`config.mk`:
```
export PLATFORM = sky130hd
export DESIGN_NAME = mult_fix_seq_32_8
export DESIGN_NICKNAME = d
export VERILOG_FILES = /design/src/rtl/mult_fix_seq_32_8.sv
export SDC_FILE = /design/constraint.sdc
export NUM_CORES = 1
export LEC_CHECK = 0
export CORE_ASPECT_RATIO = 0.6
export CORE_UTILIZATION = 45
export DETAILED_ROUTE_END_ITERATION = 10
export PLACE_DENSITY = 0.65
export SYNTH_ARGS = -nofsm -noshare
export SYNTH_HDL_FRONTEND = slang
export SYNTH_SLANG_ARGS = --single-unit
```
`constraint.sdc`:
```
create_clock -name aclk -period 9.8 [get_ports aclk]
set_input_delay 0.98 -clock aclk [delete_from_list [all_inputs] [get_ports aclk]]
set_output_delay 0.98 -clock aclk [all_outputs]
set_load 0.02 [all_outputs]
```
`src/rtl/mult_fix_seq_32_8.sv`:
```
// Sequential shift-add unsigned multiplier: one multiplier bit per cycle, LSB first,
// with the product saturated to A_WIDTH bits and a saturation flag on tuser.
module mult_fix_seq_32_8 #(
    parameter int unsigned A_WIDTH = 32,
    parameter int unsigned B_WIDTH = 8
) (
    input  logic               aclk,
    input  logic               aresetn,
    input  logic               s_axis_a_tvalid,
    input  logic [A_WIDTH-1:0] s_axis_a_tdata,
    input  logic               s_axis_b_tvalid,
    input  logic [B_WIDTH-1:0] s_axis_b_tdata,
    output logic               s_axis_tready,
    output logic               m_axis_result_tvalid,
    output logic [A_WIDTH-1:0] m_axis_result_tdata,
    output logic               m_axis_result_tuser
);

    localparam int unsigned ACC_W = A_WIDTH + B_WIDTH;
    localparam int unsigned CNT_W = (B_WIDTH > 1) ? $clog2(B_WIDTH) : 1;

    typedef enum logic [1:0] {
        S_IDLE = 2'd0,
        S_CALC = 2'd1,
        S_DONE = 2'd2
    } state_t;

    state_t             r_state;
    state_t             w_state_next;
    logic               w_accept;
    logic               w_last;
    logic               w_sat;
    logic [ACC_W-1:0]   w_acc_next;

    logic [A_WIDTH-1:0] r_a;
    logic [B_WIDTH-1:0] r_b;
    logic [ACC_W-1:0]   r_acc;
    logic [CNT_W-1:0]   r_cnt;
    logic               r_tready;
    logic               r_tvalid;
    logic [A_WIDTH-1:0] r_tdata;
    logic               r_tuser;

    // Next-state decode; an accept needs both channels valid while idle
    always_comb begin
        w_state_next = r_state;
        w_accept     = 1'b0;
        w_last       = 1'b0;
        case (r_state)
            S_IDLE: begin
                if (s_axis_a_tvalid && s_axis_b_tvalid) begin
                    w_accept     = 1'b1;
                    w_state_next = S_CALC;
                end
            end
            S_CALC: begin
                if (r_cnt == CNT_W'(B_WIDTH - 1)) begin
                    w_last       = 1'b1;
                    w_state_next = S_DONE;
                end
            end
            S_DONE:  w_state_next = S_IDLE;
            default: w_state_next = S_IDLE;
        endcase
    end

    // One partial product per iteration; anything above A_WIDTH means saturation
    always_comb begin
        w_acc_next = r_acc + (r_b[r_cnt] ? (ACC_W'(r_a) << r_cnt) : ACC_W'(0));
        w_sat      = |w_acc_next[ACC_W-1:A_WIDTH];
    end

    always_ff @(posedge aclk or negedge aresetn) begin
        if (!aresetn) begin
            r_state <= S_IDLE;
        end else begin
            r_state <= w_state_next;
        end
    end

    always_ff @(posedge aclk or negedge aresetn) begin
        if (!aresetn) begin
            r_a      <= '0;
            r_b      <= '0;
            r_acc    <= '0;
            r_cnt    <= '0;
            r_tready <= 1'b1;
            r_tvalid <= 1'b0;
            r_tdata  <= '0;
            r_tuser  <= 1'b0;
        end else begin
            r_tready <= (w_state_next == S_IDLE);
            r_tvalid <= w_last;
            if (w_accept) begin
                r_a   <= s_axis_a_tdata;
                r_b   <= s_axis_b_tdata;
                r_acc <= '0;
                r_cnt <= '0;
            end else if (r_state == S_CALC) begin
                r_acc <= w_acc_next;
                r_cnt <= r_cnt + CNT_W'(1);
            end
            // Result registers only change on DONE entry and hold otherwise
            if (w_last) begin
                r_tdata <= w_sat ? {A_WIDTH{1'b1}} : w_acc_next[A_WIDTH-1:0];
                r_tuser <= w_sat;
            end
        end
    end

    assign s_axis_tready        = r_tready;
    assign m_axis_result_tvalid = r_tvalid;
    assign m_axis_result_tdata  = r_tdata;
    assign m_axis_result_tuser  = r_tuser;

endmodule

```
Yosys cells after proc, flatten, opt, wreduce, memory -nomap -nowiden
Cells that the tools add are included.
{"block": "op_classes", "add_sub_neg": 2, "n_lt_le_gt_ge": 1, "n_eq_ne": 2, "n_shift": 1, "mux": 15, "n_reduce_logical": 5}
{"cell": "$mux W40", "count": 3}
{"cell": "$add A40 B40 Y40", "count": 1}
{"cell": "$shl A32 B3 Y40", "count": 1}
{"cell": "$mux W32", "count": 1}
{"cell": "$reduce_or A8 Y1", "count": 1}
{"cell": "$mux W3", "count": 2}
{"cell": "$mux W1", "count": 5}
{"cell": "$logic_not A2 Y1", "count": 2}
{"cell": "$lt A3 B4 Y1 const B", "count": 1}
{"cell": "$mux W2", "count": 2}
{"cell": "$pmux W2 S2", "count": 1}
{"cell": "$add A3 B1 Y3 const B", "count": 1}
{"cell": "$bmux W1 S3", "count": 1}
{"cell": "$eq A3 B3 Y1 const B", "count": 1}
{"cell": "$eq A2 B1 Y1 const B", "count": 1}
{"cell": "$reduce_bool A2 Y1", "count": 1}
{"cell": "$logic_and A1 B1 Y1", "count": 1}
{"block": "word_totals", "regBits": 120, "in_bits": 44, "output_inout_bits": 35, "wordCells": 35}

Logic depth before layout (Yosys ltp)
{"block": "logic_depth", "ltp_word": 6, "mapped_depth": 18, "mapped_depth_nobuf": 14}

Worst setup path after synthesis
OpenSTA, ideal clock, no wires.
{"block": "synth_timing", "path_type": "register to register", "startpoint": "reg r_cnt[0]", "endpoint": "reg r_tdata[24], in the netlist m_axis_result_tdata[24]", "setup_time_ns": 0.154, "t_arrival_ns": 4.407, "t_required_ns": 9.646, "setup_slack_ns": 5.239, "stages_incl_launch_ff": 17, "n_path_buf": 4, "period_less_slack_ns": 4.561, "cell_sequence": "dfrtp_1 -> clkbuf_1 -> clkbuf_1 -> clkbuf_1 -> mux2i_1 -> mux2i_1 -> mux2i_1 -> nor2_1 -> ha_1 -> a21o_1 -> o21bai_1 -> a221o_1 -> a221o_1 -> or3_4 -> a2111oi_4 -> buf_6 -> a41oi_1"}
{"block": "synth_between", "elab_chain_len": 6, "elab_cells_between_ends": 10, "classes_between": "add/sub: 1; eq/ne: 1; shift: 1; mux: 6; reduce/logical: 1"}
{"item": "start: declaration", "line": "38", "text": "logic [CNT_W-1:0] r_cnt;"}
{"item": "start signal: assignment", "line": "101", "text": "r_cnt <= r_cnt + CNT_W'(1);"}
{"item": "$bmux W1 S3", "line": "69", "text": "w_acc_next = r_acc + (r_b[r_cnt] ? (ACC_W'(r_a) << r_cnt) : ACC_W'(0));"}
{"item": "$mux W1 (implied by the code)", "line": "69"}
{"item": "$mux W40", "line": "69"}
{"item": "$add A40 B40 Y40", "line": "69"}
{"item": "$reduce_or A8 Y1", "line": "70", "text": "w_sat = |w_acc_next[ACC_W-1:A_WIDTH];"}
{"item": "$mux W32", "line": "105", "text": "r_tdata <= w_sat ? {A_WIDTH{1'b1}} : w_acc_next[A_WIDTH-1:0];"}
{"item": "end signal: assignment", "line": "105"}
{"item": "end: declaration", "line": "41", "text": "logic [A_WIDTH-1:0] r_tdata;"}
Several ways; a longest one is shown, not always the timed one. The select of a mux whose other input is x is not followed.
A chain may end at the register's enable or synchronous reset.

Worst setup path in the final report
{"block": "layout_timing", "startpoint": "reg r_cnt[2]", "endpoint": "reg r_tdata[9], in the netlist m_axis_result_tdata[9]"}
Same word-level chain as after synthesis.

==> impl_results.md <==
- Io pins: just under 80
- CP Class: flop to flop
- Cell Rows: 38
- # Post-CTS Setup Buffers: 0
- Crit path time final: between 5 and 6 ns
- Share of layout cells above drive strength 1: 13.7%
- Max_slew headroom: 33.3%
- Hold_buf cts: 0
- Longest Clk Path Bufs: 2
- Post-Synth Simple-Gate Area: 15.7%
- Clk root buf: clkbuf_16
- DRC: 0
- Core area: 0.0182 sq mm
- Layout filler cell count: between 1500 and 2000
- Total grt overflow: 0
- Cell count after synthesis: 905
- Crit path cell chain: buf_4 -> inv_1 -> nand2_1 -> and2_1 -> buf_4 -> a21oi_1 -> ha_1 -> a21oi_1 -> o21ai_0 -> a41oi_1 -> a21boi_0 -> nor3b_1 -> nor4b_2 -> a21oi_2 -> buf_4 -> a41oi_1
- Wirelength per Cell: 20.9 microns
- Buf+Inv Stages, Crit Path: 4
- Die area: 0.0192 sq mm
- Max frequency: 184 MHz
- Synth top area cells: dfrtp_1, mux2_2, ha_1
- Critical path launch point type: flop
- Hold depth: 2
- Mapped Area: 0.00838 sq mm
- H-Tree Depth: 4
- ANT cells: 0
- Top-count cell post-synth: dfrtp_1
- First-pass GRT wire length: just under 40000 microns
- CP delay by family, top: compound AO/OA/AOI/OAI gates
- Clock transition at path regs: 0.06 ns
- Pre-Repair DR Iteration Count: 6
- Worst Hold Class: flop to flop
- Total GRT Usage: between 20 and 30%
- Post-synth EDFFs: 0
- Slew at the pin with the worst max-slew slack: 0.999 ns
- Detailed placement HPWL: between 15000 and 20000 microns
- Reg2reg path depth: 16
- Area leader, netlist: dfrtp_1
- Top cells by count, synth: dfrtp_1, nand2_1, nor2_1, a21oi_1, mux2_2
- Footprint of the multi-input gates: around 0.0051 sq mm
- Syn Area/Cell: 9.26 sq um
- Register bit total from synthesis: 120
- DRT antenna net count: 0
- CTS tree: yes
- Post-synthesis async set-or-reset flop share: 100%
- CP Capture Type: flop
- Worst-skew pair later-pin latency: 0.43 ns
- Chip Width: 178 microns
- XOR/XNOR share of the synthesized area: 3.14%
- Mux cell area share after synthesis: 14.5%
- Final period utilization: 55.3%
- Most frequent CP cell: buf_4
- TNS Setup: 0 ns
- Fraction of the mapped netlist area in adder cells: 6.36%
- Vias post-DR: ~7500
- Max Cap Violations: 0
- Run status: finished clean
- Clock sinks: between 100 and 150
- FF+latch area: 0.00301 sq mm
- TritonCTS buffer count: 17
- Prevailing post-synth register cell: dfrtp_1
- Fin. Hold Viols: 0
- RSZ-0062 raised after global routing: false
- Worst Path Arrival: 5.76 ns
- Area share of the largest cell type after synthesis: 35.5%
- Unique masters post-synth: 71
- Syn_nets: 991
- Final RePlAce weighted congestion: between 0.9 and 1
- Worst EP required: ~10 ns
- Top fanout value on the critical path: 38
- Post-Route WL: approximately 25000 microns
- Largest net degree at the start of global routing: 73
- WP depth: 16
- Final net count: 1037
- Vias/cell: 6.21
- Vias in the first global route: 6809
- Critical Path Max Stage Delay: 0.84 ns
- Max stage delay cell, worst path: nor4b_2
- Iteration-0 DRC Markers: slightly below 700
- Initial Utilization: 46.1%
- Max Clock Skew: 0.0114 ns
- Post_cts resized: 0
- Max-slew violation total from the final report: 0
- Initial antenna violation count: 0
- Final Setup Violations: 0
- Synth Warn #: 0
- DIE HEIGHT: between 100 and 150 microns
- Area Overhead vs Synth: 17.8%
- IO Port Bufs: 78
- Synth Area in Compound Gates: between 20% and 30%
- Register area share after synthesis: 35.9%
- Main combinational cell family by area after synthesis: compound AO/OA/AOI/OAI gates
-- cell families (layout without fill, tap and decap cells) --
family	after synthesis	in the layout
compound gates	254	254
xor+xnor	30	30
fa+ha+maj	42	42
buf+inv	76	134
flops	120	120
mux	93	93
simple gates	290	290
-- worst reg2reg max path, delay by kind of cell, from the launching register on --
| family | cells | cell delay (ns) |
|---|---|---|
| AOI/OAI and AO/OA | 7 | 1.88 |
| and+or+nand+nor | 4 | 1.39 |
| buffers and inverters | 4 | 1.33 |
| adders and majority gates | 1 | 0.38 |
| DFF | 1 | 0.36 |
-- layout make-up --
| cell class | count | share of cell area, % |
|---|---|---|
| clock buffers | 22 | 4.70 |
| clock inverters | 9 | 1.01 |
| inverters | 12 | 0.456 |
| multi-input cells | 709 | 51.5 |
| flip-flops and latches | 120 | 30.5 |
| well taps | 240 | 3.04 |
| repair buffers | 91 | 8.88 |
-- worst paths after layout --
check | start | end | slack, ns
worst max-delay path | r_cnt[2] | m_axis_result_tdata[9] | 4.38
worst min-delay path | r_acc[30] | r_acc[30] | 0.50
worst max register to register | r_cnt[2] | m_axis_result_tdata[9] | 4.38
worst min register to register | r_acc[30] | r_acc[30] | 0.50
max in group asynchronous | aresetn | r_cnt[0] | 7.83
min in group asynchronous | aresetn | r_a[26] | 0.59
-- stage by stage --
step	util, %	cells	setup slack [ns]	hold WS (ns)	cell area [sq um]
floorplan	-	905	5.24	0.450	8380
global placement	51.2	1172	4.55	0.477	9300
CTS	54.3	1203	4.54	0.505	9870
finish	54.3	1203	4.38	0.498	9870
global route	54.3	1203	3.97	0.530	9870
detailed placement	51.2	1172	4.58	0.489	9300
-- flip-flops by register name, summed over array words and instances, names as in the netlist --
| signal | flops |
|---|---|
| r_b | 8 |
| r_cnt | 3 |
| m_axis_result_tvalid | 1 |
| r_state | 2 |
| r_acc | 40 |
| m_axis_result_tuser | 1 |
| s_axis_tready | 1 |
| r_a | 32 |
| m_axis_result_tdata | 32 |
-- layer usage --
metal / track usage (%) / vias up / share of wire (%)
li1: - / 3455 / -
met1: 44.9 / 3622 / 53
met3: 7.66 / 40 / 9.7
met4: 7.33 / 0 / 1.6
met5: 0 / - / 0
met2: 34.4 / 352 / 36
-- layout by cell type (no fill, tap or decap), drive strengths merged, types with 3 or more instances in the layout --
| master | n |
|---|---|
| a41oi | 24 |
| a21o | 13 |
| xor2 | 13 |
| a31oi | 13 |
| or3 | 7 |
| a2111oi | 4 |
| dfrtp | 119 |
| clkdlybuf4s50 | 77 |
| o21ai | 44 |
| o41ai | 4 |
| nand4 | 14 |
| o31ai | 3 |
| clkinv | 5 |
| o21a | 3 |
| o21bai | 8 |
| nand2 | 110 |
| mux2i | 28 |
| or2 | 3 |
| nand3 | 9 |
| a22o | 11 |
| nor2 | 94 |
| and3 | 4 |
| o211ai | 4 |
| mux2 | 47 |
| nor4b | 4 |
| xnor2 | 17 |
| nor2b | 9 |
| o22ai | 10 |
| a21oi | 71 |
| mux4 | 18 |
| clkbuf | 22 |
| nor3 | 13 |
| nand2b | 6 |
| buf | 14 |
| and2 | 9 |
| a211oi | 22 |
| inv | 12 |
| ha | 41 |
Power is left out: the tool's default activity adds up to more than one toggle a clock period on the data nets, which glitch-free logic cannot reach.
